==> config.mk <==
export PLATFORM = sky130hd
export DESIGN_NAME = demux1x4_tdm
export DESIGN_NICKNAME = d
export VERILOG_FILES = /design/src/rtl/demux1x4_tdm.sv
export SDC_FILE = /design/constraint.sdc
export NUM_CORES = 1
export LEC_CHECK = 0
export BUFFER_PORTS_ARGS = -buffer_cell sky130_fd_sc_hd__buf_2
export CAP_MARGIN = 30
export CORE_AREA = 2 2 46 48
export DETAILED_ROUTE_END_ITERATION = 8
export DIE_AREA = 0 0 48 50
export HOLD_SLACK_MARGIN = 0.15
export PLACE_DENSITY = 0.61
export SLEW_MARGIN = 20
export SYNTH_ARGS = -nofsm -noshare
export SYNTH_HDL_FRONTEND = slang
export SYNTH_SLANG_ARGS = --single-unit
==> constraint.sdc <==
create_clock -name clk -period 2.4 [get_ports clk]
set_clock_uncertainty 0.05 [all_clocks]
set_input_delay 0.12 -clock clk [delete_from_list [all_inputs] [get_ports clk]]
set_output_delay 0.12 -clock clk [all_outputs]
set_load 0.02 [all_outputs]
==> src/rtl/demux1x4_tdm.sv <==
// Four-slot TDM receiver: hunts for a frame-sync marker, then demultiplexes each
// complete frame into four registered channel outputs with a one-cycle out_valid pulse.
module demux1x4_tdm #(
   parameter int unsigned WIDTH = 1
) (
   input  logic             clk,
   input  logic             rst_n,
   input  logic             in_valid,
   input  logic [WIDTH-1:0] in_data,
   input  logic             frame_sync,
   output logic [WIDTH-1:0] out0,
   output logic [WIDTH-1:0] out1,
   output logic [WIDTH-1:0] out2,
   output logic [WIDTH-1:0] out3,
   output logic             sel1,
   output logic             sel0,
   output logic             out_valid,
   output logic             sync_err
);

   typedef enum logic {
      HUNT   = 1'b0,
      LOCKED = 1'b1
   } state_t;

   state_t           state_q, state_d;
   logic [1:0]       cnt_q, cnt_d;
   logic [WIDTH-1:0] sh0_q, sh0_d;
   logic [WIDTH-1:0] sh1_q, sh1_d;
   logic [WIDTH-1:0] sh2_q, sh2_d;
   logic [WIDTH-1:0] out0_q, out0_d;
   logic [WIDTH-1:0] out1_q, out1_d;
   logic [WIDTH-1:0] out2_q, out2_d;
   logic [WIDTH-1:0] out3_q, out3_d;
   logic             out_valid_q, out_valid_d;
   logic             sync_err_q, sync_err_d;

   always_comb begin
      // NOTE: every signal gets a hold/idle default first, so no path can infer a latch.
      state_d     = state_q;
      cnt_d       = cnt_q;
      sh0_d       = sh0_q;
      sh1_d       = sh1_q;
      sh2_d       = sh2_q;
      out0_d      = out0_q;
      out1_d      = out1_q;
      out2_d      = out2_q;
      out3_d      = out3_q;
      out_valid_d = 1'b0;
      sync_err_d  = 1'b0;

      if (in_valid) begin
         unique case (state_q)
            HUNT: begin
               if (frame_sync) begin
                  sh0_d   = in_data;
                  cnt_d   = 2'b01;
                  state_d = LOCKED;
               end
            end
            LOCKED: begin
               if (frame_sync) begin
                  // A sync anywhere but slot 0 drops the partial frame and restarts it.
                  sync_err_d = (cnt_q != 2'b00);
                  sh0_d      = in_data;
                  cnt_d      = 2'b01;
               end else begin
                  unique case (cnt_q)
                     2'b00: begin
                        sync_err_d = 1'b1;
                        state_d    = HUNT;
                     end
                     2'b01: begin
                        sh1_d = in_data;
                        cnt_d = 2'b10;
                     end
                     2'b10: begin
                        sh2_d = in_data;
                        cnt_d = 2'b11;
                     end
                     2'b11: begin
                        out0_d      = sh0_q;
                        out1_d      = sh1_q;
                        out2_d      = sh2_q;
                        out3_d      = in_data;
                        out_valid_d = 1'b1;
                        cnt_d       = 2'b00;
                     end
                     default: cnt_d = 2'b00;
                  endcase
               end
            end
            default: state_d = HUNT;
         endcase
      end
   end

   // NOTE: sequential state uses non-blocking assignments only, so every flop samples pre-edge values.
   always_ff @(posedge clk or negedge rst_n) begin
      if (!rst_n) begin
         state_q     <= HUNT;
         cnt_q       <= 2'b00;
         sh0_q       <= '0;
         sh1_q       <= '0;
         sh2_q       <= '0;
         out0_q      <= '0;
         out1_q      <= '0;
         out2_q      <= '0;
         out3_q      <= '0;
         out_valid_q <= 1'b0;
         sync_err_q  <= 1'b0;
      end else begin
         state_q     <= state_d;
         cnt_q       <= cnt_d;
         sh0_q       <= sh0_d;
         sh1_q       <= sh1_d;
         sh2_q       <= sh2_d;
         out0_q      <= out0_d;
         out1_q      <= out1_d;
         out2_q      <= out2_d;
         out3_q      <= out3_d;
         out_valid_q <= out_valid_d;
         sync_err_q  <= sync_err_d;
      end
   end

   assign out0      = out0_q;
   assign out1      = out1_q;
   assign out2      = out2_q;
   assign out3      = out3_q;
   assign sel1      = cnt_q[1];
   assign sel0      = cnt_q[0];
   assign out_valid = out_valid_q;
   assign sync_err  = sync_err_q;

endmodule
==> flow_summary.toml <==
[status]
status = "finished clean"

[global_route]
grt_pass1_wl_mm = 1.68
gr-total-overflow = 0
grt_use_total = 0.102
antenna_found_initial = 0
first_global_vias = 374
grt_max_degree = 13

[critical_path]
cp_slowest_cell = "dlygate4sd3_1"
r2r_cells = 3
critPathLaunchType = "input port"
r2r-end = "sh2_q"
cpLargestDelayFamily = "buffers and inverters"
worstPathMaxFanout = 8
arrival_ns = 1.57
reg2reg_slack_ns = 0.99
worstSetupPathType = "input port to flip-flop"
critPathBufInv = 2
cp-end-kind = "flip-flop"
slowest_delay_ns = 0.52
crit_chain = "dlygate4sd3_1 > buf_2 > nand2_2 > nor4_1 > mux2_1"
crit-reg2reg-launch = "cnt_q[1]"
critPathRequiredTime_ns = 2.51

[power_and_ir_drop]
ir_worst_vdd_v = 0.000475
power_per_cell_area_nw_per_um2 = 1090
leakagePower_nw = 0.363

[cts]
cts_sinks = 12
htree_levels = 1
clk_pin_slew_ns = 0.08
clk_latency_ns = 0.26
root_buffer = "clkbuf_4"
cts_tree = "yes"
postCtsSetupRepairBufs = 0
clock_path_buffers = 2
cts_buffers = 3

[floorplanning]
fp.dieW_um = 48
die-area_um2 = 2400
core_area_um2 = 1900
num_io_pins = 13
start_util = 0.291
die_h_um = 50
rows = 16

[timing]
worst_pin_slew_ns = 0.343
setup_ws_ns = 0.937
setup_violations = 0
hold_viol = 0
max_clock_freq_mhz = 683
slew_violations = 0
min_period_ns = 1.46
slew_headroom = 0.772
post-route-period-util = 0.610
rsz0062_at_grt = "no"
setup_tns_ns = 0

[synth]
synth_fp_nets = 47
syn_inst = 41
syn_area_um2 = 553
yosys.area.top_type_share = 0.543
yosysSeqAreaShare = 0.543
ys_ff_latch = 12
syn_avg_cell_area_um2 = 13.5
ys_warn_count = 0
synth_cell_types = 21
yosysTopAreaCell = "dfrtp_1"
synth_area_leaders = "dfrtp_1 (54%), mux2_4 (11%), mux2_1 (4.1%)"

[drt]
wl_per_cell_um = 11.3
viasPerCell = 4.30
first_pass_iters = 2
routed_wl_um = 980
first_iter_violations = 2
drcViolationCount = 0
ant_nets = 0
num_vias = 374

[final_layout]
multi_input_comb_area_um2 = 236
syn2layout_area_growth_pct = 29.9
nFillCells = 199
final_area_um2 = 718
seq_area_um2 = 300
diodes = 0
drive_gt1_frac = 0.467
nets = 67

[placed_design]
place.gp.congestion = 0.727
placed_cell_area_um2 = 642
io_buffer_count = 12
dp_hpwl_um = 679
post-place-ws_ns = 0.993

[min_path]
worstHoldPathType = "input port to asynchronous set/reset pin"

[flow_run]
cap_violations = 0
[placed cells by master (no fill, tap or decap)]
master,instances
dfrtp_1,12
buf_2,12
mux2_4,4
dlygate4sd3_1,4
nand2_1,3
clkbuf_4,3
nor2_1,2
inv_1,2
a21oi_1,2
mux2_1,2
nand2_2,1
nor2b_4,1
nand4_4,1
a31oi_1,1
inv_2,1
and4b_2,1
o22ai_1,1
mux2_2,1
nor3b_2,1
nand3b_1,1
a22o_2,1
nor4_1,1
ha_1,1
clkbuf_8,1
[synthesized netlist by cell type]
cell type and instances:
dfrtp_1 12, mux2_4 4, nand2_1 3, a21oi_1 2
inv_1 2, mux2_1 2, nor2_1 2, a22o_2 1
a31oi_1 1, and4b_2 1, buf_2 1, ha_1 1
inv_2 1, mux2_2 1, nand2_2 1, nand3b_1 1
nand4_4 1, nor2b_4 1, nor3b_2 1, nor4_1 1
o22ai_1 1
[kinds of logic (layout without fill, tap and decap cells)]
kind of cell,Yosys count,in the layout,share of synthesized area
flops,12,12,0.543
compound gates,5,5,0.0588
simple gates,12,12,0.176
mux,7,7,0.170
fa+ha+maj,1,1,0.0226
buf+inv,4,23,0.0294
[what timing repair did]
| action | CTS | global route |
|---|---|---|
| endpoints found under the setup margin | 0 | 0 |
| resized for setup | 0 | 0 |
| hold buffers | 4 | 0 |
| endpoints found under the hold margin | 18 | 0 |
[worst register-to-register path: stages, from the launching register on]
cell,delay (ns)
dfrtp_1,0.55
inv_2,0.06
nor4_1,0.29
mux2_1,0.35
[metrics by stage]
| stage | power (mW) | cells | utilization | hold slack [ns] |
|---|---|---|---|---|
| final | 0.786 | 87 | 0.378 | 0.207 |
| after global routing | 0.850 | 87 | 0.378 | 0.235 |
| after CTS | 0.798 | 87 | 0.378 | 0.203 |
| after detailed placement | 0.629 | 79 | 0.338 | -0.0368 |
| after global placement | 0.623 | 79 | 0.338 | -0.0408 |
| after floorplan | 0.542 | 41 | - | -0.226 |
[how the worst max path moves through the flow]
stage | from | end | slack (ns) | cells after the start
2_1_floorplan | cnt_q[0] | sh1_q | 1.00 | 3
4_1_cts | in_valid | sh2_q | 0.95 | 5
3_3_place_gp | cnt_q[1] | sh2_q | 1.01 | 3
3_5_place_dp | cnt_q[1] | sh2_q | 0.99 | 3
6_report | in_valid | sh2_q | 0.94 | 5
5_1_grt | in_valid | sh2_q | 0.86 | 5
[metal layers]
| metal | wire length, um | global-route usage |
|---|---|---|
| met4 | 6 | 0.0405 |
| met2 | 407 | 0.127 |
| met3 | 47 | 0.0549 |
| met5 | 0 | 0 |
| met1 | 518 | 0.146 |
[area by class of cell]
class	count	area share
repair buffers	16	0.139
flip-flops and latches	12	0.418
multi-input cells	25	0.329
inverters	3	0.0157
clock buffers	4	0.0505
well taps	27	0.0470
[state kept, by name, indices dropped and copies added, names as in the netlist]
name       count
out1           1
out0           1
sh1_q          1
out3           1
sh2_q          1
sh0_q          1
out2           1
out_valid      1
sync_err       1
state_q        1
cnt_q          2
[power breakdown]
part	leakage, nW	total (mW)	switching [mW]	internal, mW
combinational	0.193	0.275	0.137	0.138
sequential	0.149	0.353	0.0768	0.276
clock	0.0210	0.158	0.0654	0.0921
Power figures use the tool's default switching activity.
